[src/rtl/prbs_pkg.sv]
// prbs_pkg
//   Shared definitions for the multi-polynomial PRBS generator: mode encodings,
//   per-mode LFSR length (N) and feedback tap (T), and small helpers that turn
//   a mode into bit indices, a state mask and a zero-guarded seed.
//   Ports: none (package).
//   Configuration: PRBS_GEN_ERR_INJ_EN is consumed by prbs_gen_multi only.
package prbs_pkg;

   localparam int unsigned LFSR_MAX_W = 31;

   typedef enum logic [1:0] {
      PRBS7  = 2'd0,
      PRBS15 = 2'd1,
      PRBS23 = 2'd2,
      PRBS31 = 2'd3
   } prbs_mode_e;

   localparam int unsigned PRBS7_N  = 7;
   localparam int unsigned PRBS7_T  = 6;
   localparam int unsigned PRBS15_N = 15;
   localparam int unsigned PRBS15_T = 14;
   localparam int unsigned PRBS23_N = 23;
   localparam int unsigned PRBS23_T = 18;
   localparam int unsigned PRBS31_N = 31;
   localparam int unsigned PRBS31_T = 28;

   // Index of s[N-1], the serial output bit.
   function automatic logic [4:0] mode_msb(input logic [1:0] mode);
      case (mode)
         PRBS7:   return 5'(PRBS7_N - 1);
         PRBS15:  return 5'(PRBS15_N - 1);
         PRBS23:  return 5'(PRBS23_N - 1);
         default: return 5'(PRBS31_N - 1);
      endcase
   endfunction

   // Index of s[T-1], the second feedback tap.
   function automatic logic [4:0] mode_tap(input logic [1:0] mode);
      case (mode)
         PRBS7:   return 5'(PRBS7_T - 1);
         PRBS15:  return 5'(PRBS15_T - 1);
         PRBS23:  return 5'(PRBS23_T - 1);
         default: return 5'(PRBS31_T - 1);
      endcase
   endfunction

   function automatic logic [LFSR_MAX_W-1:0] mode_mask(input logic [1:0] mode);
      case (mode)
         PRBS7:   return 31'h0000_007F;
         PRBS15:  return 31'h0000_7FFF;
         PRBS23:  return 31'h007F_FFFF;
         default: return 31'h7FFF_FFFF;
      endcase
   endfunction

   // An all-zero LFSR would lock up; force s[0]=1 in that case.
   function automatic logic [LFSR_MAX_W-1:0] seed_guard(input logic [LFSR_MAX_W-1:0] seed,
                                                        input logic [1:0]            mode);
      logic [LFSR_MAX_W-1:0] masked;
      masked = seed & mode_mask(mode);
      if (masked == '0) begin
         masked = {{(LFSR_MAX_W-1){1'b0}}, 1'b1};
      end
      return masked;
   endfunction

endpackage

[src/rtl/prbs_lfsr_step.sv]
// prbs_lfsr_step
//   Combinational word step of the Fibonacci LFSR. Runs DATA_W serial steps
//   for each of the four polynomials and selects the result by mode.
//   Ports:
//     state      in   LFSR_MAX_W  current LFSR state (unused high bits are 0)
//     mode       in   2           polynomial select (prbs_mode_e encoding)
//     bits       out  DATA_W      serial bits, earliest bit in bits[DATA_W-1]
//     next_state out  LFSR_MAX_W  state after DATA_W steps
module prbs_lfsr_step import prbs_pkg::*; #(
   parameter int unsigned DATA_W = 32
) (
   input  logic [LFSR_MAX_W-1:0] state,
   input  logic [1:0]            mode,
   output logic [DATA_W-1:0]     bits,
   output logic [LFSR_MAX_W-1:0] next_state
);

   // Returns {bits, next_state} for one polynomial.
   function automatic logic [DATA_W+LFSR_MAX_W-1:0] run_poly(input logic [LFSR_MAX_W-1:0] seed,
                                                            input logic [1:0]            sel);
      logic [LFSR_MAX_W-1:0] s;
      logic [DATA_W-1:0]     b;
      logic [4:0]            msb;
      logic [4:0]            tap;
      s   = seed;
      b   = '0;
      msb = mode_msb(sel);
      tap = mode_tap(sel);
      for (int i = 0; i < DATA_W; i++) begin
         b = {b[DATA_W-2:0], s[msb]};
         // Mask keeps the shifted-out MSB from leaking above bit N-1.
         s = {s[LFSR_MAX_W-2:0], s[msb] ^ s[tap]} & mode_mask(sel);
      end
      return {b, s};
   endfunction

   logic [DATA_W+LFSR_MAX_W-1:0] res7;
   logic [DATA_W+LFSR_MAX_W-1:0] res15;
   logic [DATA_W+LFSR_MAX_W-1:0] res23;
   logic [DATA_W+LFSR_MAX_W-1:0] res31;

   assign res7  = run_poly(state, PRBS7);
   assign res15 = run_poly(state, PRBS15);
   assign res23 = run_poly(state, PRBS23);
   assign res31 = run_poly(state, PRBS31);

   always_comb begin
      case (mode)
         PRBS7:   {bits, next_state} = res7;
         PRBS15:  {bits, next_state} = res15;
         PRBS23:  {bits, next_state} = res23;
         default: {bits, next_state} = res31;
      endcase
   end

endmodule

[src/rtl/prbs_gen_multi.sv]
// prbs_gen_multi
//   Multi-polynomial PRBS source (PRBS7/15/23/31) on a valid/ready stream with
//   runtime seed load, per-byte lane masking and optional single-bit error
//   injection. The LFSR advances DATA_W steps per word loaded into the output
//   register; data_out[DATA_W-1] is the earliest serial bit.
//   Ports:
//     clk_in          in   1         clock, rising edge
//     rst_in          in   1         synchronous active-high reset
//     mode_in         in   2         polynomial, latched at reset / seed load
//     seed_load_in    in   1         reload LFSR from seed_in, latch mode_in
//     seed_in         in   31        runtime seed, low N bits used
//     byte_ctrl_in    in   DATA_W/8  lane enable, disabled lane outputs 0x00
//     err_inj_in      in   1         request a one-bit error
//     data_ready_in   in   1         downstream accepts data_out
//     data_valid_out  out  1         data_out holds a valid word
//     data_out        out  DATA_W    PRBS word
//   Configuration: define PRBS_GEN_ERR_INJ_EN to enable error injection;
//   otherwise err_inj_in is ignored.
module prbs_gen_multi import prbs_pkg::*; #(
   parameter int unsigned         DATA_W = 32,
   parameter logic [LFSR_MAX_W-1:0] SEED = 31'b1101111011110110011100011101101
) (
   input  logic                  clk_in,
   input  logic                  rst_in,
   input  logic [1:0]            mode_in,
   input  logic                  seed_load_in,
   input  logic [LFSR_MAX_W-1:0] seed_in,
   input  logic [DATA_W/8-1:0]   byte_ctrl_in,
   input  logic                  err_inj_in,
   input  logic                  data_ready_in,
   output logic                  data_valid_out,
   output logic [DATA_W-1:0]     data_out
);

   logic [1:0]            mode;
   logic [LFSR_MAX_W-1:0] lfsr;
   logic [DATA_W-1:0]     step_bits;
   logic [LFSR_MAX_W-1:0] step_next;
   logic [DATA_W-1:0]     lane_mask;
   logic [DATA_W-1:0]     word;
   logic                  load;

   assign load = !data_valid_out || data_ready_in;

   prbs_lfsr_step #(
      .DATA_W (DATA_W)
   ) u_step (
      .state      (lfsr),
      .mode       (mode),
      .bits       (step_bits),
      .next_state (step_next)
   );

   always_comb begin
      lane_mask = '0;
      for (int b = 0; b < DATA_W / 8; b++) begin
         lane_mask[8*b +: 8] = {8{byte_ctrl_in[b]}};
      end
   end

`ifdef PRBS_GEN_ERR_INJ_EN
   logic err_pend;

   // Pending flag is consumed by the next word load; pulses that arrive while
   // it is pending (including on the consuming edge) merge into that error.
   always_ff @(posedge clk_in) begin
      if (rst_in) begin
         err_pend <= 1'b0;
      end else if (load && !seed_load_in) begin
         err_pend <= err_pend ? 1'b0 : err_inj_in;
      end else begin
         err_pend <= err_pend | err_inj_in;
      end
   end

   // Error is applied before masking so a disabled lane stays 0x00.
   assign word = step_bits ^ {{(DATA_W-1){1'b0}}, err_pend};
`else
   logic unused_err_inj;
   assign unused_err_inj = err_inj_in;
   assign word           = step_bits;
`endif

   always_ff @(posedge clk_in) begin
      if (rst_in) begin
         mode           <= mode_in;
         lfsr           <= seed_guard(SEED, mode_in);
         data_valid_out <= 1'b0;
         data_out       <= '0;
      end else if (seed_load_in) begin
         mode           <= mode_in;
         lfsr           <= seed_guard(seed_in, mode_in);
         data_valid_out <= 1'b0;
      end else if (load) begin
         lfsr           <= step_next;
         data_out       <= word & lane_mask;
         data_valid_out <= 1'b1;
      end
   end

endmodule

[config.mk]
export PLATFORM = sky130hd
export DESIGN_NAME = prbs_gen_multi
export DESIGN_NICKNAME = d
export VERILOG_FILES = /design/src/rtl/prbs_pkg.sv /design/src/rtl/prbs_lfsr_step.sv /design/src/rtl/prbs_gen_multi.sv
export SDC_FILE = /design/constraint.sdc
export NUM_CORES = 1
export LEC_CHECK = 0
export ABC_AREA = 1
export ABC_CLOCK_PERIOD_IN_PS = 2700
export BUFFER_PORTS_ARGS = -buffer_cell sky130_fd_sc_hd__buf_4
export CAP_MARGIN = 15
export CELL_PAD_IN_SITES_DETAIL_PLACEMENT = 0
export CELL_PAD_IN_SITES_GLOBAL_PLACEMENT = 1
export CORE_UTILIZATION = 41
export CTS_CLUSTER_SIZE = 24
export DETAILED_ROUTE_END_ITERATION = 12
export GPL_ROUTABILITY_DRIVEN = 0
export HOLD_SLACK_MARGIN = 0.02
export PLACE_DENSITY = 0.9
export SETUP_SLACK_MARGIN = 0.15
export SLEW_MARGIN = 20
export SYNTH_ARGS = -nofsm -noshare
export SYNTH_HDL_FRONTEND = slang
export SYNTH_SLANG_ARGS = --single-unit
[constraint.sdc]
create_clock -name clk_in -period 2.7 [get_ports clk_in]
set_clock_uncertainty 0.1 [all_clocks]
set_input_delay 0.135 -clock clk_in [delete_from_list [all_inputs] [get_ports clk_in]]
set_output_delay 0.135 -clock clk_in [all_outputs]
set_load 0.05 [all_outputs]
==> results.toml, run 1 <==
[critical_path]
worst_ep_required_time_ps = 2690
worst-path-buf-inv = 4
start_kind = "flip-flop"
cp_max_fo = 22
rrSetupSlack_ps = 440
worstSetupStartpoint = "mode[1]"
cpPeakStageDelay_ps = 510
r2r_start = "mode[1]"
critPathCaptureType = "flip-flop"
path_class = "flip-flop to flip-flop"
critPathTopFamily = "buffers and inverters"
slowest_stage = "edfxtp_1"
arrival_ps = 2260
worstPathCellList = "inv_2 -> buf_4 -> nor2_2 -> inv_2 -> buf_4 -> a21oi_1 -> o21ai_0 -> nand3_1 -> o21ai_1 -> nand2_1"

[floorplanning]
rows = 41
start_util_pct = 41.96
die_y_um = 115.6
io_pins = 75
core_area_mm2 = 0.01262
die-area_mm2 = 0.01337
die_w_um = 115.6

[timing]
layout_min_cycle_time_ps = 2264
fin_tns_setup_ps = 0
rsz0062_at_grt = "no"
hold_viol = 0
max_slew_margin_pct = 59.71
slew_viol_final = 0
tightest_slew_ps = 604.4
finalCritPeriodShare_pct = 83.87
fmax_mhz = 441.6
setup_violations = 0

[route]
via_per_inst = 5.771
drcViolationCount = 0
via_count = 6031
ant_nets = 0
wl_um = 19180
routedWlPerCell_um = 18.35
drt-initial-drc-count = 645
drtPass1Iterations = 6

[power]
clockPowerShare_pct = 29.4
peakVddDrop_mv = 0.2452
p_leak_nw = 2.832
p_int_mw = 2.513
pwr-share-comb_pct = 39.0
sequentialPowerShare_pct = 31.5
powerDensity_mw_per_mm2 = 642.1
p_total_mw = 4.133
power_switching_mw = 1.621
power_switching_share_pct = 39.21

[cells_and_area]
multi_input_area_mm2 = 0.003176
area_growth_pct = 21.57
fillers = 1375
nets = 909
ff_latch_area_mm2 = 0.001652
finalInstanceArea_mm2 = 0.006437
drive_gt1_share_pct = 16.40
final_cells = 1045

[worst_hold_path]
min_from = "seed_in[28]"
hold_path.class = "primary input to flip-flop"

[global_route]
grt_pass1_wl_um = 29940
grt_usage_pct = 30.14
met3_usage_pct = 6.538
use_met2_pct = 44.71
first_global_vias = 5464
antenna_found_initial = 1
overflow = 0
busiest_layer = "met2"
grtUsageMet1_pct = 41.54
grt_max_degree = 52

[placement]
hpwl_um = 14150
place_inst = 1021
io_buffers = 73
placed_area_mm2 = 0.006055

[yosys]
synth_area_leaders = "edfxtp_1 (19%), nand2_1 (17%), dfxtp_1 (12%)"
synth_edf_count = 33
synthDistinctLibCells = 36
synth_top_cell_by_area = "edfxtp_1"
async_flop_share_pct = 0
synthCells = 801
synthesis.nets = 843
yosysSeqAreaShare_pct = 31.19
synth_flop_cell = "edfxtp_1"
yosysMostFrequentCell = "nand2_1"
synth-seq-cells = 66
syn_area_mm2 = 0.005295
yosys_warnings = 0
synthTopCellsByCount = "nand2_1 (235), a21oi_1 (78), o21ai_0 (67), nor2_1 (59), nand3_1 (42)"
synth_top_area_share_pct = 18.71
avgSynthCellArea_um2 = 6.611

[clock_network]
cts_tree = "yes"
cts_buffer_depth = 2
cts_buffers = 9
postCtsSetupRepairBufs = 0
cts_root_buf = "clkbuf_16"
insertion_delay_ps = 340
post_cts_resized = 0
clk_pin_slew_ps = 60
clkSinkCount = 66
cts_hold_buf = 7
cts-htree-levels = 3

[run]
max-cap-violations = 0

[status]
status = "complete, no violations"
==> final cells by class <==
class | count | share of cell area (%)
antenna | 1 | 0.03887
multi-input combinational | 626 | 49.33
timing repair buffer | 113 | 13.84
tap | 172 | 3.343
clock inverter | 6 | 1.263
inverter | 51 | 2.974
sequential | 66 | 25.66
clock buffer | 10 | 3.557
==> worst paths after layout <==
path	end	cells past startpoint
setup reg to reg	lfsr[5]	10
hold reg to reg	data_out[1]	2
setup / recovery	lfsr[5]	10
hold / removal	lfsr[28]	3
==> power by group through the flow <==
stage               clock [mW]  sequential [mW]  combinational, mW
floorplan                    0             1.30               1.06
global placement             0             1.31               1.55
detailed placement           0             1.32               1.56
CTS                       1.24             1.30               1.57
global route              1.28             1.31               1.76
finish                    1.22             1.30               1.61
==> cell families (layout without fill, tap and decap cells) <==
| family | after synthesis | count (layout) | synth area share, % |
|---|---|---|---|
| AND/OR/NAND/NOR | 359 | 359 | 27.50 |
| AO/OA/AOI/OAI | 213 | 213 | 22.97 |
| buffers and inverters | 109 | 180 | 8.837 |
| flip-flops | 66 | 66 | 31.19 |
| XOR/XNOR | 54 | 54 | 9.499 |
| other | 0 | 1 | 0 |
==> worst register-to-register path: stages (launching register included) <==
cell and delay (ps):
edfxtp_1 510, inv_2 130, buf_4 170, nor2_2 60, inv_2 330, buf_4 210, a21oi_1 40, o21ai_0 140
nand3_1 120, o21ai_1 150, nand2_1 60
==> state kept, by name (all words and copies together) (netlist names) <==
register,cells
data_out,32
data_valid_out,1
mode,2
lfsr,31
==> metal layers <==
metal	vias up	share of wire [%]	wire, µm
met1	2718	42	7993
met2	388	43	8216
met4	0	4.6	887
met5	-	0	0
met3	64	11	2079
li1	2861	-	-
==> metrics by stage <==
stage | setup slack [ps] | utilization, % | hold WS [ps]
final | 435.5 | 51.01 | 33.88
after global routing | 331.6 | 50.99 | 51.14
after CTS | 481.3 | 50.99 | 27.54
after detailed placement | 491.5 | 47.98 | 233.5
after global placement | 502.7 | 47.98 | 235.0
after floorplan | 476.7 | - | 133.9
==> cells in the final DEF, fill, tap and decap left out, drive strengths merged, types with 10 or more instances in the layout <==
master / count
nand4: 10
nand3: 42
o211ai: 15
buf: 106
edfxtp: 33
o21ai: 78
clkbuf: 10
xnor2: 32
o221ai: 17
o22ai: 12
dfxtp: 33
inv: 48
nand2: 238
nor2: 60
a21oi: 78
xor2: 22
(Power assumes the default switching activity.)
==> run 2: changes to the inputs <==
--- a/config.mk
+++ b/config.mk
@@ -6,17 +6,17 @@
 export NUM_CORES = 1
 export LEC_CHECK = 0
 export ABC_AREA = 1
-export ABC_CLOCK_PERIOD_IN_PS = 2700
+export ABC_CLOCK_PERIOD_IN_PS = 2000
 export BUFFER_PORTS_ARGS = -buffer_cell sky130_fd_sc_hd__buf_4
 export CAP_MARGIN = 15
 export CELL_PAD_IN_SITES_DETAIL_PLACEMENT = 0
 export CELL_PAD_IN_SITES_GLOBAL_PLACEMENT = 1
-export CORE_UTILIZATION = 41
+export CORE_UTILIZATION = 37
 export CTS_CLUSTER_SIZE = 24
 export DETAILED_ROUTE_END_ITERATION = 12
 export GPL_ROUTABILITY_DRIVEN = 0
 export HOLD_SLACK_MARGIN = 0.02
-export PLACE_DENSITY = 0.9
+export PLACE_DENSITY = 0.86
 export SETUP_SLACK_MARGIN = 0.15
 export SLEW_MARGIN = 20
 export SYNTH_ARGS = -nofsm -noshare
==> constraint.sdc (replaced) <==
create_clock -name clk_in -period 2 [get_ports clk_in]
set_clock_uncertainty 0.1 [all_clocks]
set_input_delay 0.1 -clock clk_in [delete_from_list [all_inputs] [get_ports clk_in]]
set_output_delay 0.1 -clock clk_in [all_outputs]
set_load 0.05 [all_outputs]
==> results.toml, run 2 (synthesis results as in run 1) <==
[status]
status = "finished, violations left"
failed_checks = "negative setup slack"

[clock_network]
insertion_delay_ps = 350
cts_buffers = 9
cts_tree = "yes"
clk_pin_slew_ps = 50
cts_root_buf = "clkbuf_16"
cts_buffer_depth = 2
clkSinkCount = 66
cts-htree-levels = 3

[cells_and_area]
mostFrequentLayoutCell = "buf_4"
layout_common_cells = "buf_4 (214), nand2_1 (199), a21oi_1 (73)"
regMostFlops = "data_out"
reg.largest.list = "data_out: 32 flops, lfsr: 31 flops, mode: 2 flops"
nets = 1049
area_growth_pct = 53.59
antennaDiodeCount = 0
final_util_pct = 58.36
drive_gt1_share_pct = 36.46
largest_register_ffs = 32
finalInstanceArea_mm2 = 0.008133

[critical_path]
worstPathCellList = "buf_6 -> xnor2_4 -> nand2_2 -> nand2_4 -> inv_2 -> nand2_2 -> nand3_2 -> nand2_2 -> nand2_2 -> nand2_1 -> nand2_1"
r2r_start = "lfsr[3]"
cpPeakStageDelay_ps = 480
path_class = "flip-flop to flip-flop"
rrSetupSlack_ps = -10
cp_max_fo = 5
start_kind = "flip-flop"
worst_ep_required_time_ps = 1990
slowest_stage = "edfxtp_1"
worst-path-buf-inv = 2
critPathCaptureType = "flip-flop"
worstSetupStartpoint = "lfsr[3]"
critPathTopFamily = "simple AND/OR/NAND/NOR gates"
cp_common_cell = "nand2_2"
arrival_ps = 2010

[worst_hold_path]
min_from = "seed_in[1]"
hold_path.class = "primary input to flip-flop"

[timing]
finalCritPeriodShare_pct = 100.7
rsz0062_at_grt = "yes"
slew_viol_final = 0
setup_slack_ps = -13.18
fmax_mhz = 496.7
setup_violations = 2
fin_tns_setup_ps = -25.36
max_slew_margin_pct = 66.44
layout_min_cycle_time_ps = 2013
hold_viol = 0
tightest_slew_ps = 498.1

[route]
drcViolationCount = 0
drt-initial-drc-count = 789
routedWlPerCell_um = 18.86
drtPass1Iterations = 6
wl_um = 22480
ant_nets = 0
via_per_inst = 5.671
via_count = 6760

[run]
max-cap-violations = 0

[floorplanning]
die-area_mm2 = 0.01479
rows = 43
start_util_pct = 38.00
core_area_mm2 = 0.01393
die_w_um = 121.6
die_y_um = 121.6
io_pins = 75

[placement]
io_buffers = 73
hpwl_um = 15640
dp_slack_ps = -37.74
placed_area_mm2 = 0.006695

[global_route]
grt_usage_pct = 28.49
antenna_found_initial = 0
overflow = 0
first_global_vias = 5772
grt_max_degree = 37
grt_pass1_wl_um = 31570

[power]
p_leak_nw = 3.693
p_total_mw = 6.681
powerDensity_mw_per_mm2 = 821.5
peakVddDrop_mv = 0.4759
run 2: per-stage QoR:
stage	cells	hold slack, ps
after global routing	1192	64.65
after CTS	1156	39.54
after global placement	1114	200.4
after detailed placement	1114	199.5
after floorplan	801	98.87
final	1192	42.34
run 2: layout make-up:
cell class	instances	area, µm²
tap	180	225.2
sequential	66	1652
clock buffer	12	246.5
multi-input combinational	626	3651
clock inverter	4	51.30
timing repair buffer	253	2101
inverter	51	206.4
fill	1271	5802
run 2: what timing repair did:
action | in CTS | in global routing
cloned | 0 | 3
hold buffers | 12 | 0
pin swaps | 3 | 40
resized for setup | 22 | 142
setup endpoints to repair | 22 | 42
setup buffers | 14 | 33
endpoints found under the hold margin | 12 | 0
run 2: worst min-delay path, cell delays in order:
cell,delay [ps]
buf_4,80
nand2_1,40
a21oi_1,140
run 2: worst paths after layout:
path / endpoint / depth (start not counted)
worst max register to register: lfsr[2] / 11
worst min register to register: data_out[31] / 2
worst max-delay path: lfsr[2] / 11
worst min-delay path: lfsr[1] / 3
run 2: power by group:
part | leakage (nW) | internal, mW | switching [mW]
Clock | 0.144 | 0.999 | 0.603
Combinational | 2.91 | 1.44 | 1.94
Sequential | 0.635 | 1.55 | 0.145
Total | 3.69 | 3.99 | 2.69
run 2: layer usage:
layer	global-route usage, %	wire length [µm]	vias to the layer above
li1	-	-	3134
met1	38.35	9046	3089
met2	43.71	9828	425
met3	6.976	2431	110
met4	10.49	1143	2
met5	2.431	31	-
